$ cat config.mk
export PLATFORM = sky130hd
export DESIGN_NAME = acs_scheduler
export DESIGN_NICKNAME = d
export VERILOG_FILES = /design/src/rtl/acs_scheduler.sv
export SDC_FILE = /design/constraint.sdc
export NUM_CORES = 1
export LEC_CHECK = 0
export CAP_MARGIN = 20
export CORE_UTILIZATION = 61
export CTS_CLUSTER_DIAMETER = 40
export CTS_CLUSTER_SIZE = 14
export DETAILED_ROUTE_END_ITERATION = 8
export PLACE_DENSITY = 0.8
export SLEW_MARGIN = 20
export SYNTH_ARGS = -nofsm -noshare
export SYNTH_HDL_FRONTEND = slang
export SYNTH_SLANG_ARGS = --single-unit
export TNS_END_PERCENT = 30
$ cat constraint.sdc
create_clock -name clk -period 9.72 [get_ports clk]
set_input_delay 1.944 -clock clk [delete_from_list [all_inputs] [get_ports clk]]
set_output_delay 1.944 -clock clk [all_outputs]
set_load 0.03 [all_outputs]
$ cat src/rtl/acs_scheduler.sv
// Time-multiplexed Viterbi trellis controller: one ACS swept over all states per step,
// ping-pong path-metric banks. Define ACS_NORM_EN to subtract the previous best metric on read.
module acs_unit #(
  parameter int W = 8
) (
  input  logic [W-1:0] pmc0_i,
  input  logic [W-1:0] pmc1_i,
  input  logic [1:0]   bm0_i,
  input  logic [1:0]   bm1_i,
  input  logic         vld0_i,
  input  logic         vld1_i,
  output logic [W-1:0] path_cost_o,
  output logic         valid_o,
  output logic         selection_o
);
  logic [W-1:0] sum0, sum1;

  assign sum0 = pmc0_i + W'(bm0_i);
  assign sum1 = pmc1_i + W'(bm1_i);

  // Ties go to path 0; an invalid result carries cost 0 and selection 0.
  always_comb begin
    selection_o = 1'b0;
    if (vld0_i && vld1_i) selection_o = (sum1 < sum0);
    else if (vld1_i)      selection_o = 1'b1;
    valid_o     = vld0_i | vld1_i;
    path_cost_o = !valid_o ? '0 : (selection_o ? sum1 : sum0);
  end
endmodule

module acs_scheduler #(
  parameter int             K        = 4,
  parameter logic [K-1:0]   G0       = 4'b1011,
  parameter logic [K-1:0]   G1       = 4'b1111,
  parameter int             METRIC_W = 8
) (
  input  logic                  clk,
  input  logic                  rst,
  input  logic                  frame_start,
  input  logic                  step_valid,
  output logic                  step_ready,
  input  logic [7:0]            bmc_in,
  output logic                  surv_valid,
  output logic [2**(K-1)-1:0]   surv_bits,
  output logic [2**(K-1)-1:0]   state_valid,
  output logic [K-2:0]          best_state,
  output logic [METRIC_W-1:0]   best_metric,
  output logic                  busy
);
  localparam int NS = 2**(K-1);
  localparam int SW = K-1;

  typedef enum logic [1:0] {IDLE, RUN, DONE} state_t;

  state_t                state_q;
  logic                  bank_sel_q;
  logic [METRIC_W-1:0]   metric_q [2][NS];
  logic [NS-1:0]         valid_q  [2];
  logic [7:0]            bmc_q;
  logic [SW-1:0]         idx_q;
  logic [NS-1:0]         surv_acc_q, vld_acc_q;
  logic                  min_found_q;
  logic [SW-1:0]         min_state_q;
  logic [METRIC_W-1:0]   min_metric_q;
  logic                  step_ready_q, busy_q, surv_valid_q;
  logic [NS-1:0]         surv_bits_q, state_valid_q;
  logic [SW-1:0]         best_state_q;
  logic [METRIC_W-1:0]   best_metric_q;
`ifdef ACS_NORM_EN
  logic [METRIC_W-1:0]   norm_min_q;
`endif

  logic [SW-1:0]         pred0, pred1;
  logic [K-1:0]          r0, r1;
  logic [1:0]            cw0, cw1;
  logic [1:0]            bm0, bm1;
  logic [METRIC_W-1:0]   pmc0, pmc1;
  logic [METRIC_W-1:0]   acs_cost;
  logic                  acs_vld, acs_sel;
  logic                  wr_bank;
  logic                  better;
  logic                  min_found_d;
  logic [SW-1:0]         min_state_d;
  logic [METRIC_W-1:0]   min_metric_d;
  logic [NS-1:0]         surv_d, vld_d;

  // Both predecessors of state s share s[K-3:0]; the input bit u is the MSB of s.
  assign pred0   = {idx_q[K-3:0], 1'b0};
  assign pred1   = {idx_q[K-3:0], 1'b1};
  assign r0      = {idx_q[K-2], pred0};
  assign r1      = {idx_q[K-2], pred1};
  assign cw0     = {^(r0 & G0), ^(r0 & G1)};
  assign cw1     = {^(r1 & G0), ^(r1 & G1)};
  assign bm0     = bmc_q[{cw0, 1'b0} +: 2];
  assign bm1     = bmc_q[{cw1, 1'b0} +: 2];
  assign wr_bank = ~bank_sel_q;

`ifdef ACS_NORM_EN
  assign pmc0 = metric_q[bank_sel_q][pred0] - norm_min_q;
  assign pmc1 = metric_q[bank_sel_q][pred1] - norm_min_q;
`else
  assign pmc0 = metric_q[bank_sel_q][pred0];
  assign pmc1 = metric_q[bank_sel_q][pred1];
`endif

  acs_unit #(.W(METRIC_W)) u_acs (
    .pmc0_i      (pmc0),
    .pmc1_i      (pmc1),
    .bm0_i       (bm0),
    .bm1_i       (bm1),
    .vld0_i      (valid_q[bank_sel_q][pred0]),
    .vld1_i      (valid_q[bank_sel_q][pred1]),
    .path_cost_o (acs_cost),
    .valid_o     (acs_vld),
    .selection_o (acs_sel)
  );

  // Strict less-than while sweeping upward keeps the lowest index on ties.
  always_comb begin
    better       = acs_vld && (!min_found_q || (acs_cost < min_metric_q));
    min_found_d  = min_found_q | acs_vld;
    min_state_d  = better ? idx_q : min_state_q;
    min_metric_d = better ? acs_cost : min_metric_q;
    surv_d         = surv_acc_q;
    surv_d[idx_q]  = acs_sel;
    vld_d          = vld_acc_q;
    vld_d[idx_q]   = acs_vld;
  end

  always_ff @(posedge clk or negedge rst) begin
    if (!rst) begin
      state_q       <= IDLE;
      bank_sel_q    <= 1'b0;
      for (int b = 0; b < 2; b++) begin
        for (int s = 0; s < NS; s++) metric_q[b][s] <= '0;
        valid_q[b] <= NS'(1);
      end
      bmc_q         <= '0;
      idx_q         <= '0;
      surv_acc_q    <= '0;
      vld_acc_q     <= '0;
      min_found_q   <= 1'b0;
      min_state_q   <= '0;
      min_metric_q  <= '0;
      step_ready_q  <= 1'b1;
      busy_q        <= 1'b0;
      surv_valid_q  <= 1'b0;
      surv_bits_q   <= '0;
      state_valid_q <= '0;
      best_state_q  <= '0;
      best_metric_q <= '0;
`ifdef ACS_NORM_EN
      norm_min_q    <= '0;
`endif
    end else begin
      case (state_q)
        IDLE: begin
          surv_valid_q <= 1'b0;
          if (frame_start) begin
            for (int s = 0; s < NS; s++) metric_q[bank_sel_q][s] <= '0;
            valid_q[bank_sel_q] <= NS'(1);
`ifdef ACS_NORM_EN
            norm_min_q <= '0;
`endif
          end
          if (step_valid) begin
            bmc_q        <= bmc_in;
            idx_q        <= '0;
            min_found_q  <= 1'b0;
            min_state_q  <= '0;
            min_metric_q <= '0;
            step_ready_q <= 1'b0;
            busy_q       <= 1'b1;
            state_q      <= RUN;
          end
        end
        RUN: begin
          metric_q[wr_bank][idx_q] <= acs_cost;
          valid_q[wr_bank][idx_q]  <= acs_vld;
          surv_acc_q   <= surv_d;
          vld_acc_q    <= vld_d;
          min_found_q  <= min_found_d;
          min_state_q  <= min_state_d;
          min_metric_q <= min_metric_d;
          idx_q        <= idx_q + 1'b1;
          if (idx_q == SW'(NS-1)) begin
            surv_bits_q   <= surv_d;
            state_valid_q <= vld_d;
            best_state_q  <= min_found_d ? min_state_d : '0;
            best_metric_q <= min_found_d ? min_metric_d : '0;
            surv_valid_q  <= 1'b1;
            state_q       <= DONE;
          end
        end
        DONE: begin
          bank_sel_q   <= ~bank_sel_q;
`ifdef ACS_NORM_EN
          norm_min_q   <= best_metric_q;
`endif
          surv_valid_q <= 1'b0;
          step_ready_q <= 1'b1;
          busy_q       <= 1'b0;
          state_q      <= IDLE;
        end
        default: state_q <= IDLE;
      endcase
    end
  end

  assign step_ready  = step_ready_q;
  assign busy        = busy_q;
  assign surv_valid  = surv_valid_q;
  assign surv_bits   = surv_bits_q;
  assign state_valid = state_valid_q;
  assign best_state  = best_state_q;
  assign best_metric = best_metric_q;
endmodule

# Yosys cells after proc, flatten, opt, wreduce, memory -nomap -nowiden
# Index checks and enable logic that the tools add are counted.
# word_totals
ff_bits,216
inputBits,12
output_inout_bits,30
wordCells,183
# op_classes
n_addsub,3
n_lt_le_gt_ge,14
n_eq_ne,6
shift,2
mux,73
bitwise_logic,27
reduce_logical,24
# ops
cell,n
bitwise AND 128 bit,8
NOT 128 bit,8
demux 64 bit (select 1 bit),9
two-way mux 64 bit,5
one-hot mux 128 bit (2 select lines),1
bitwise mux 128 bit,1
two-way mux 128 bit,1
two-way mux 8 bit,16
two-way mux 56 bit,1
binary-select mux 8 bit (select 3 bit),2
two-way mux 48 bit,1
two-way mux 40 bit,1
two-way mux 16 bit,2
two-way mux 32 bit,1
one-hot mux 16 bit (2 select lines),1
demux 8 bit (select 3 bit),1
two-way mux 24 bit,1
adder 8 x 2 -> 8 bit,2
bitwise mux 16 bit,1
bitwise mux 8 bit,2
demux 8 bit (select 1 bit),2
< comparator 8 bit,2
one-hot mux 8 bit (2 select lines),1
XOR reduction 4 bit,4
34 further kinds,75

# Depth between registers and ports, before layout
# Gate-level depths: netlist of run 1.
# depth
word_depth,17
ltp_mapped,34
ltp_nobuf,26

# Modules after synthesis
# Synthesis of run 1 repeated with hierarchy kept, for this count alone.
# hier_totals
cells_unflattened,907
hier_area_um2,10712.8
# modules_own_cells
mod,instances,cells_per_inst,area_per_inst_um2,seq_area_each_um2
acs_scheduler,1,834,10131.0,5408.9
acs_unit,1,73,581.8,0.0

# Worst setup path after synthesis of run 1
# Ideal clock, no wire load.
# synth_path
path_kind,flip-flop to flip-flop
from,reg idx_q[1]
to,reg min_metric_q[4]
setup_time_ns,0.128
t_arrival_ns,7.067
required_time_ns,9.592
path_slack_ns,2.526
path_stages_with_launch,31
path_buffers,5
period_less_slack_ns,7.194
path_cell_list,dfrtp_1 -> inv_1 -> buf_2 -> clkbuf_1 -> ha_1 -> xnor2_1 -> mux4_2 -> ha_1 -> fa_1 -> inv_1 -> or2_1 -> nor4_1 -> xor2_1 -> ha_1 -> o21a_1 -> a21oi_1 -> o31ai_1 -> a21oi_4 -> mux2i_1 -> buf_2 -> nor2_1 -> ha_1 -> o21a_1 -> o21ai_0 -> a21oi_1 -> a21bo_2 -> o31ai_2 -> buf_6 -> nor2_8 -> buf_6 -> mux2_1
# synth_between
elab_chain_cells,14
word_cells_on_any_way,30
cone_classes,add/sub: 2; order compare: 2; shift: 2; mux: 16; bitwise: 3; reduce/logical: 5
# synth_lines
element,line_no,rtl
start: declaration,60,logic [SW-1:0] idx_q;
start signal: assignment,185,idx_q <= idx_q + 1'b1;
"NOT 3 -> 4 bit, on equally long branches","103, 102",
"binary-select mux 8 bit (select 3 bit), on equally long branches","103, 102",
"two-way mux 8 bit, on equally long branches (2 in series)","103, 102",
"adder 8 x 2 -> 8 bit, on equally long branches","19, 18",
< comparator 8 bit,24,if (vld0_i && vld1_i) selection_o = (sum1 < sum0);
two-way mux 1 bit,24,
two-way mux 8 bit (2 in series),27,path_cost_o = !valid_o ? '0 : (selection_o ? sum1 : sum0);
< comparator 8 bit,120,better = acs_vld && (!min_found_q || (acs_cost < min_metric_q));
logical OR 1 bit,120,
logical AND 1 bit,120,
two-way mux 8 bit *,123,min_metric_d = better ? acs_cost : min_metric_q;
one-hot mux 8 bit (2 select lines) *,156,case (state_q)
end signal: assignment,184,min_metric_q <= min_metric_d;
end: declaration,64,logic [METRIC_W-1:0] min_metric_q;
# Mark *: on every way between the ends. The rest lies on a longest branch, timed or not. The select of a mux whose other input is x is not followed.
# A chain may end at the register's enable or synchronous reset.

# Worst setup path after layout of run 1
# layout_path
from,reg idx_q[1]
to,reg min_metric_q[7]
# Same word-level chain as after synthesis.

==> key figures, run 1 <==
Outcome
  – Status: finished clean

Power
  – Peak VDD IR: 259 uV
  – P_leak: 0.00563 uW
  – Pwr Density: 354 nW/um^2
  – Total Power Consumption: 4310 uW

Layout
  – Area Overhead vs Synth: 13.2%
  – Layout cells sized above 1: 13.9%
  – Diode count: 0
  – Most frequent cells in the layout: 211 x dfrtp_1, 163 x nand2_1, 96 x a22o_1, 61 x o21ai_0, 52 x nor2_1
  – Commonest non-fill, non-tap cell in the layout: dfrtp_1
  – Final Cell Area: 12200 um^2
  – Fillers: 1231
  – Final #Nets: 1016

STA
  – Worst Max-Slew Pin Slew: 1.10 ns
  – Max Clk Rate: 0.123 GHz
  – Final min period: 8.13 ns
  – Fin worst setup slack: 1.59 ns
  – WHS: 0.463 ns
  – Rel. slew slack: 26.3%
  – RSZ-0062 raised after global routing: false
  – Fin. max-slew vios: 0
  – # setup viols final: 0
  – Final Cycle Share: 83.6%
  – Final hold vios: 0
  – Layout Skew: 0.0227 ns
  – Total Neg Setup Slack: 0 ns

Placement
  – GP Congestion: 0.874
  – Post-detail-place hpwl: 17400 um
  – IO Port Bufs: 41
  – Area after DPL: 11200 um^2
  – Pre-CTS WS: 1.75 ns

Worst setup path
  – Buf+Inv Stages, Crit Path: 2
  – Arr. time, crit path: 8.53 ns
  – Startpoint types: flop
  – Worst path slowest cell: a21oi_4
  – Worst Path Required: 10.12 ns
  – Nature of the critical path endpoint: flop
  – Max incr delay on CP: 0.83 ns
  – Worst setup path class: reg -> reg
  – CP delay by family, top: compound AO/OA/AOI/OAI gates
  – Worst-path fanout max: 25
  – R2R setup slack: 1.59 ns
  – Most used cell, CP: ha_1

Synth
  – Syn avg cell area: 11.3 um^2
  – Synth Flop Type: dfrtp_1
  – Syn. warnings: 0
  – Synthesized Nets: 994
  – Post-synthesis async set-or-reset flop share: 100%
  – Post-Syn Area: 10800 um^2
  – Mapped Cells: 956
  – Post-synthesis register bit count: 216
  – Netlist cell types: 58
  – EDFF count, synth: 0
  – Seq/Total Area, Yosys: 50.3%

Floorplanning
  – Die height: 135 um
  – Die X: 135 um
  – Boundary Pins: 42
  – Starting density of the core: 62.4%
  – Core ar.: 17200 um^2
  – Area of the die: 18200 um^2
  – Std-Cell Rows: 48

Detailed routing
  – Via density: 6.42
  – Drt total wl: 26600 um
  – DR iter-0 viols: 748
  – Routed wire per std cell: 21.7 um
  – DR pass1 iterations: 5
  – Final ANT Viol Nets: 0
  – Vias: 7873
  – Remaining DRCs: 0

Clock tree
  – # resized after CTS: 0
  – CTS max path bufs: 3
  – CTS tree: yes
  – Latest clock arrival within the worst-skew pair: 0.55 ns
  – Hold-fix buffers, CTS: 0
  – Clock Root Buffer: clkbuf_16
  – Clock slew at reported path FFs: 0.06 ns
  – Post-CTS setup buffers: 0
  – CTS Sinks: 216
  – CTS H-Tree Depth: 1
  – Num CTS Buffers: 29

Global routing
  – First-pass GRT wire length: 43000 um
  – Largest net degree at the start of global routing: 81
  – Vias in the first global route: 7939
  – Grt total ovfl: 0
  – Initial antenna violation count: 0
  – Total global-route track usage: 31.0%

Min path
  – Hold Path Class: reg -> reg

Flow run
  – Max_cap viols: 0
sequential cells by signal (all words and copies together), names as in the netlist:
name and flops:
step_ready 1, bmc_q 8, min_found_q 1, surv_acc_q 8, vld_acc_q 8, min_metric_q 8
metric_q 128, state_q 2, state_valid 8, valid_q 16, best_state 3, min_state_q 3
idx_q 3, surv_bits 8, surv_valid 1, best_metric 8, busy 1, bank_sel_q 1
worst paths after layout:
kind                            start               to  depth (start not counted)
hold reg to reg            step_ready       step_ready                          2
hold / removal             step_ready       step_ready                          2
min in group asynchronous         rst         bmc_q[0]                          1
setup / recovery             idx_q[1]  min_metric_q[7]                         25
max in group asynchronous         rst     metric_q[85]                          3
setup reg to reg             idx_q[1]  min_metric_q[7]                         25
worst min-delay path, delay by kind of cell, from the launching register on:
kind	cells	cell delay (ns)
flip-flops	1	0.37
AND/OR/NAND/NOR	2	0.10
final cells by class:
type	instances	area, um^2	area share, %
Clock buffer	34	764	6.27
Clock inverter	20	229	1.88
Inverter	22	82.6	0.678
Multi-Input combinational cell	657	4920	40.4
Sequential cell	216	5410	44.4
Tap cell	225	282	2.31
Timing Repair Buffer	52	497	4.08
metal layers:
layer	track usage [%]	part of all wire (%)	vias to the layer above
met1	44.4	44	3979
li1	-	-	3490
met2	48.6	47	336
met5	0	0	-
met4	10.5	3.1	0
met3	4.99	6.6	68
power breakdown:
| group | switching, uW | internal, uW |
|---|---|---|
| Clock | 423 | 654 |
| Sequential | 182 | 1100 |
| Combinational | 1270 | 683 |
per-stage QoR:
stage / std cells / utilization (%)
after detailed placement: 1172 / 64.9
final: 1226 / 70.7
after floorplan: 956 / -
after global routing: 1226 / 70.7
after global placement: 1172 / 64.9
after CTS: 1226 / 70.6
synth_stat cells (all sizes together), types with 2 or more instances:
cell    instances  area share (%)
a211o           2            0.16
a21o            4            0.28
a21oi          17            0.93
a221o          10            0.93
a22o           96             7.8
a22oi           3            0.21
a31oi           7            0.41
and2            5            0.31
and3            5            0.34
buf            44             2.8
clkbuf         17            0.59
dfrtp         213              50
dfstp           3            0.73
fa              2            0.37
ha             24             2.8
inv            21            0.73
mux2           14             1.5
mux2i          35             4.0
mux4           37             7.7
nand2         163             5.7
nand2b         22             1.3
nand3          20            0.93
nand3b          2            0.14
nand4           4            0.23
nor2           54             2.1
nor2b          14            0.81
nor3            8            0.37
nor4            4            0.41
o21a            2            0.14
o21ai          71             3.3
o31ai           9            0.67
or2             2            0.12
or3             2            0.12
xnor2          10            0.81
xor2            6            0.49
cell families after synthesis:
kind of cell	synth area share, %
DFF	50.3
muxes	13.2
xor gates and xnor gates	1.30
adders and majority gates	3.16
and+or+nand+nor	12.9
buffers and inverters	4.13
AOI/OAI and AO/OA	15.0
Note: power is estimated with default switching activity, not from simulation.
==> inputs of run 2 (changes only) <==
--- a/config.mk
+++ b/config.mk
@@ -6,11 +6,11 @@
 export NUM_CORES = 1
 export LEC_CHECK = 0
 export CAP_MARGIN = 20
-export CORE_UTILIZATION = 61
+export CORE_UTILIZATION = 55
 export CTS_CLUSTER_DIAMETER = 40
 export CTS_CLUSTER_SIZE = 14
 export DETAILED_ROUTE_END_ITERATION = 8
-export PLACE_DENSITY = 0.8
+export PLACE_DENSITY = 0.76
 export SLEW_MARGIN = 20
 export SYNTH_ARGS = -nofsm -noshare
 export SYNTH_HDL_FRONTEND = slang
==> constraint.sdc (replaced) <==
create_clock -name clk -period 7.3 [get_ports clk]
set_input_delay 1.46 -clock clk [delete_from_list [all_inputs] [get_ports clk]]
set_output_delay 1.46 -clock clk [all_outputs]
set_load 0.03 [all_outputs]
==> run 2 against run 1 <==
Final area up 2.5%. Clock power up 54%. Die area up 11%. Setup slack worse by 1.1 ns. Global-route usage down 3.0 points. Worst hold slack better by 0.00051 ns.
==> key figures, run 2 (same netlist as run 1, synthesis figures left out) <==
Flow run
  – Max_cap viols: 0 (unchanged)

Detailed routing
  – DR pass1 iterations: 5 (unchanged)
  – Drt total wl: 26700 um (+0.36%)
  – Final ANT Viol Nets: 0 (unchanged)
  – Via density: 6.13 (-4.6%)
  – Routed wire per std cell: 20.9 um (-3.6%)
  – Remaining DRCs: 0 (unchanged)
  – DR iter-0 viols: 685 (-8.4%)
  – Vias: 7816 (-0.72%)

Global routing
  – First-pass GRT wire length: 43400 um (+0.95%)
  – Grt total ovfl: 0 (unchanged)
  – Vias in the first global route: 8000 (+0.77%)
  – Initial antenna violation count: 0 (unchanged)
  – Largest net degree at the start of global routing: 106 (+31%)
  – Total global-route track usage: 27.9% (-3.0 points)

Worst setup path
  – Nature of the critical path endpoint: flop
  – Reg2Reg Capture Point: min_metric_q[3]
  – Worst setup path class: reg -> reg
  – Worst-path fanout max: 24 (-4.0%)
  – Arr. time, crit path: 7.23 ns (-1.30 ns)
  – R2R setup slack: 0.49 ns (-1.11 ns)
  – Reg2Reg Depth: 26 (+4.0%)
  – Startpoint types: flop
  – Worst R2R Start: idx_q[2]
  – Worst Path Required: 7.72 ns (-2.40 ns)

Layout
  – Commonest non-fill, non-tap cell in the layout: dfrtp_1
  – Most frequent cells in the layout: 211 x dfrtp_1, 163 x nand2_1, 96 x a22o_1, 61 x o21ai_0, 52 x nor2_1
  – Area Overhead vs Synth: 16.0%
  – Final #Nets: 1029 (+1.3%)
  – Sequential Area: 5410 um^2 (unchanged)
  – Layout cells sized above 1: 15.4% (+1.5 points)
  – Reg with most FFs: metric_q
  – Area taken by multi-input logic gates: 4910 um^2 (-0.13%)
  – Biggest regs: metric_q x128, valid_q x16
  – Fillers: 1382 (+12%)
  – Largest register FFs: 128 (unchanged)
  – Diode count: 0 (unchanged)
  – Final Cell Area: 12500 um^2 (+2.5%)

Power
  – Clock Power Share: 27.8% (+2.8 points)
  – NetSw: 2480 uW (+32%)
  – P_leak: 0.00578 uW (+2.6%)
  – Switching share of power: 41.3% (-2.1 points)
  – Peak VDD IR: 366 uV (+41%)
  – Sequential share of power: 27.8% (-2.0 points)
  – Int Power: 3510 uW (+44%)
  – Combinational share of power: 44.4% (-0.9 points)
  – Pwr Density: 480 nW/um^2 (+36%)
  – Total Power Consumption: 5990 uW (+39%)

Floorplanning
  – Die X: 142 um (+5.2%)
  – Die height: 142 um (+5.2%)
  – Std-Cell Rows: 50 (+4.2%)
  – Area of the die: 20100 um^2 (+11%)
  – Starting density of the core: 56.8% (-5.7 points)
  – Boundary Pins: 42 (unchanged)
  – Core ar.: 19000 um^2 (+10%)

Placement
  – GP Congestion: 0.885 (+1.3%)
  – IO Port Bufs: 41 (unchanged)
  – Area after DPL: 11300 um^2 (+1.1%)
  – Post-detail-place hpwl: 17900 um (+3.2%)

STA
  – Fin. max-slew vios: 0 (unchanged)
  – Final min period: 6.81 ns (-1.31 ns)
  – Final hold vios: 0 (unchanged)
  – Rel. slew slack: 23.6% (-2.7 points)
  – RSZ-0062 raised after global routing: false
  – Total Neg Setup Slack: 0 ns (unchanged)
  – Max Clk Rate: 0.147 GHz (+19%)
  – Layout Skew: 0.0235 ns (+0.000795 ns)
  – # setup viols final: 0 (unchanged)
  – Final Cycle Share: 93.3% (+9.7 points)
  – Worst Max-Slew Pin Slew: 1.14 ns (+0.0408 ns)

Clock tree
  – Clock slew at reported path FFs: 0.06 ns (about the same)
  – Post-CTS setup buffers: 0 (unchanged)
  – Hold-fix buffers, CTS: 0 (unchanged)
  – Clock Root Buffer: clkbuf_16
  – # resized after CTS: 0 (unchanged)
  – Num CTS Buffers: 31 (+6.9%)
  – Latest clock arrival within the worst-skew pair: 0.56 ns (about the same)
  – CTS H-Tree Depth: 1 (unchanged)
  – CTS Sinks: 216 (unchanged)
  – CTS max path bufs: 3 (unchanged)
  – CTS tree: yes

Min path
  – Worst Hold End: step_ready
  – Hold Path Class: reg -> reg
  – Worst Min Path Start: step_ready
  – Hold Path Stages: 2 (unchanged)

Outcome
  – Status: finished clean
-- run 2: metal layers --
| metal | vias to the layer above | global-route usage (%) | share of wire [%] |
|---|---|---|---|
| met1 | 3944 | 38.0 | 44 |
| met3 | 46 | 5.37 | 6.4 |
| li1 | 3525 | - | - |
| met2 | 301 | 46.3 | 48 |
| met4 | 0 | 7.24 | 2.1 |
| met5 | - | 0 | 0 |
-- run 2: worst max path at each step --
stage                         from         endpoint  depth (start not counted)
final                     idx_q[2]  min_metric_q[3]                         26
after global routing      idx_q[2]  min_metric_q[3]                         26
after CTS                 idx_q[2]  min_metric_q[3]                         25
after detailed placement  idx_q[2]  min_metric_q[3]                         26
after global placement    idx_q[2]  min_metric_q[3]                         25
after floorplan           idx_q[1]  min_metric_q[4]                         30
-- run 2: power groups by stage --
stage,Combinational (uW),Sequential (uW),Clock (uW)
after global routing,2880,1690,1730
after floorplan,1860,1720,0
after global placement,2520,1670,0
after CTS,2590,1660,1680
final,2660,1670,1660
after detailed placement,2570,1670,0
-- run 2: stage by stage --
stage,utilization (%),instances,hold WS (ns),worst slack [ns]
floorplan,-,956,0.445,0.106
global placement,59.6,1217,0.452,0.725
detailed placement,59.6,1217,0.456,0.536
CTS,65.8,1275,0.466,0.509
global route,65.9,1276,0.495,0.0690
finish,65.9,1276,0.463,0.487
-- run 2: area by class of cell --
cell class                      count  area share, %
Sequential cell                   216           43.3
Multi-Input combinational cell    657           39.3
Clock buffer                       34           6.46
Timing Repair Buffer               63           4.69
Clock inverter                     24           2.91
Tap cell                          260           2.61
Inverter                           22          0.661
-- run 2: worst max-delay path: stages, from the launching register on --
cell	delay, ns
dfrtp_1	0.46
inv_1	0.16
ha_1	0.35
xnor2_1	0.31
mux4_2	0.54
ha_1	0.23
fa_1	0.41
inv_1	0.07
or2_1	0.16
nor4_1	0.07
xor2_1	0.32
ha_1	0.32
o21a_1	0.19
a21oi_1	0.14
o31ai_1	0.16
a21oi_4	0.20
buf_4	0.37
mux2i_4	0.29
nor2b_1	0.16
ha_1	0.27
a21o_1	0.16
a21o_1	0.16
a21oi_1	0.26
o31ai_2	0.11
buf_4	0.20
nor2_8	0.22
mux2_2	0.38
==> inputs of run 3 (changes only) <==
--- a/config.mk
+++ b/config.mk
@@ -8,8 +8,9 @@
 export CAP_MARGIN = 20
 export CORE_UTILIZATION = 55
 export CTS_CLUSTER_DIAMETER = 40
-export CTS_CLUSTER_SIZE = 14
 export DETAILED_ROUTE_END_ITERATION = 8
+export HOLD_SLACK_MARGIN = 0.1
+export MAX_ROUTING_LAYER = met4
 export PLACE_DENSITY = 0.76
 export SLEW_MARGIN = 20
 export SYNTH_ARGS = -nofsm -noshare
==> run 3 against run 2 <==
Sequential power about the same. Setup slack better by 0.0092 ns. Critical endpoint unchanged. Core utilization unchanged. Die area unchanged. Routed wire length about the same.
==> key figures, run 3 (same netlist as run 1, synthesis figures left out) <==
Outcome
  – Status: finished clean

Power
  – Peak VDD IR: 362 uV (-0.85%)
  – NetSw: 2470 uW (-0.10%)
  – Combinational share of power: 44.3% (about the same)
  – Int Power: 3510 uW (about the same)
  – Sequential share of power: 27.8% (about the same)
  – Switching share of power: 41.3% (about the same)
  – P_leak: 0.00578 uW (unchanged)
  – Pwr Density: 479 nW/um^2 (about the same)
  – Clock Power Share: 27.8% (about the same)

Detailed routing
  – Vias: 7799 (-0.22%)
  – Via density: 6.11 (-0.22%)
  – DR pass1 iterations: 5 (unchanged)
  – Routed wire per std cell: 20.9 um (about the same)
  – Final ANT Viol Nets: 0 (unchanged)
  – Remaining DRCs: 0 (unchanged)
  – DR iter-0 viols: 632 (-7.7%)
  – Drt total wl: 26700 um (about the same)

Global routing
  – Met1 Usage GRT: 38.2% (+0.21 points)
  – Total global-route track usage: 28.9% (+0.92 points)
  – Grt total ovfl: 0 (unchanged)
  – Grt met3 use: 5.37% (unchanged)
  – Initial antenna violation count: 0 (unchanged)
  – Vias in the first global route: 8019 (+0.24%)
  – First-pass GRT wire length: 43400 um (+0.14%)
  – Met2 usage: 46.2% (-0.13 points)
  – Largest net degree at the start of global routing: 106 (unchanged)
  – GR peak layer: met2

Worst setup path
  – Startpoint types: flop
  – CP delay by family, top: adder cells
  – Buf+Inv Stages, Crit Path: 4 (unchanged)
  – Worst Path Required: 7.72 ns (about the same)
  – Arr. time, crit path: 7.22 ns (about the same)
  – Nature of the critical path endpoint: flop
  – R2R setup slack: 0.50 ns (about the same)
  – Reg2Reg Capture Point: min_metric_q[3]
  – Worst R2R Start: idx_q[2]
  – Worst setup path class: reg -> reg
  – Worst-path fanout max: 24 (unchanged)
  – Most used cell, CP: ha_1
  – Worst path slowest cell: mux4_2
  – Reg2Reg Depth: 26 (unchanged)
  – Max incr delay on CP: 0.54 ns (about the same)

Floorplanning
  – Core ar.: 19000 um^2 (unchanged)
  – Area of the die: 20100 um^2 (unchanged)
  – Boundary Pins: 42 (unchanged)
  – Starting density of the core: 56.8% (unchanged)
  – Std-Cell Rows: 50 (unchanged)
  – Die X: 142 um (unchanged)
  – Die height: 142 um (unchanged)

Layout
  – Area Overhead vs Synth: 16.0% (unchanged)
  – Largest register FFs: 128 (unchanged)
  – Post-route insts no fill: 1276 (unchanged)
  – Layout cells sized above 1: 15.4% (unchanged)
  – Final #Nets: 1029 (unchanged)
  – Biggest regs: metric_q x128, valid_q x16
  – Reg with most FFs: metric_q
  – Area taken by multi-input logic gates: 4910 um^2 (unchanged)
  – Most frequent cells in the layout: 211 x dfrtp_1, 163 x nand2_1, 96 x a22o_1, 61 x o21ai_0, 52 x nor2_1
  – Commonest non-fill, non-tap cell in the layout: dfrtp_1
  – Sequential Area: 5410 um^2 (unchanged)
  – Diode count: 0 (unchanged)
  – Fillers: 1384 (+0.14%)

Clock tree
  – Latest clock arrival within the worst-skew pair: 0.56 ns (about the same)
  – CTS tree: yes
  – Post-CTS setup buffers: 0 (unchanged)
  – CTS Sinks: 216 (unchanged)
  – CTS max path bufs: 3 (unchanged)
  – CTS H-Tree Depth: 1 (unchanged)
  – # resized after CTS: 0 (unchanged)
  – Hold-fix buffers, CTS: 0 (unchanged)
  – Clock slew at reported path FFs: 0.05 ns (about the same)
  – Num CTS Buffers: 31 (unchanged)
  – Clock Root Buffer: clkbuf_16

Min path
  – Hold Path Class: reg -> reg
  – Worst Hold End: step_ready
  – Worst Min Path Start: step_ready
  – Hold Path Stages: 2 (unchanged)

Placement
  – Inst Count DP: 1217 (unchanged)
  – IO Port Bufs: 41 (unchanged)
  – Post-detail-place hpwl: 17900 um (unchanged)
  – GP Congestion: 0.899 (+1.7%)

STA
  – Max Clk Rate: 0.147 GHz (+0.13%)
  – Fin. max-slew vios: 0 (unchanged)
  – Total Neg Setup Slack: 0 ns (unchanged)
  – Final hold vios: 0 (unchanged)
  – # setup viols final: 0 (unchanged)
  – RSZ-0062 raised after global routing: false
  – Rel. slew slack: 21.0% (-2.5 points)
  – Layout Skew: 0.0229 ns (-0.000631 ns)
  – Worst Max-Slew Pin Slew: 1.18 ns (+0.0380 ns)
  – Final min period: 6.80 ns (-0.00918 ns)
  – WHS: 0.464 ns (+0.00106 ns)
  – Final Cycle Share: 93.2% (-0.13 points)

Flow run
  – Max_cap viols: 0 (unchanged)
-- run 3: stage by stage --
stage | instance area (um^2) | util (%) | total power, uW | setup slack (ns)
final | 12500 | 65.9 | 5990 | 0.496
after global routing | 12500 | 65.9 | 6300 | 0.0663
after CTS | 12500 | 65.8 | 5930 | 0.509
after detailed placement | 11300 | 59.6 | 4240 | 0.536
after global placement | 11300 | 59.6 | 4190 | 0.725
after floorplan | 10800 | - | 3570 | 0.106
-- run 3: layout make-up --
type	count	share of cell area, %
clock buffer	34	6.46
timing repair buffer	63	4.69
multi-input combinational	657	39.3
clock inverter	24	2.91
tap	260	2.61
sequential	216	43.3
inverter	22	0.661
-- run 3: tightest hold or removal path, delay by kind of cell (launching register included) --
kind,cells,cell delay [ns]
AND/OR/NAND/NOR,2,0.10
flip-flops,1,0.36
-- run 3: worst max path at each step --
stage                     startpoint               to  slack, ns  depth (start not counted)
after global placement      idx_q[2]  min_metric_q[3]       0.72                         25
after floorplan             idx_q[1]  min_metric_q[4]       0.11                         30
after CTS                   idx_q[2]  min_metric_q[3]       0.51                         25
final                       idx_q[2]  min_metric_q[3]       0.50                         26
after global routing        idx_q[2]  min_metric_q[3]       0.07                         26
after detailed placement    idx_q[2]  min_metric_q[3]       0.54                         26
-- run 3: per-layer routing --
layer  vias up  wire length (um)  part of all wire [%]
li1       3515                 -                     -
met3        46              1850                   6.9
met2       299             12800                    48
met5         -                 0                     0
met4         0               558                   2.1
met1      3939             11500                    43
-- run 3: power by group through the flow --
stage | clock, uW | sequential, uW | combinational (uW)
after detailed placement | 0 | 1670 | 2570
after global placement | 0 | 1670 | 2520
after global routing | 1730 | 1690 | 2880
after floorplan | 0 | 1720 | 1860
after CTS | 1680 | 1660 | 2590
final | 1670 | 1670 | 2650
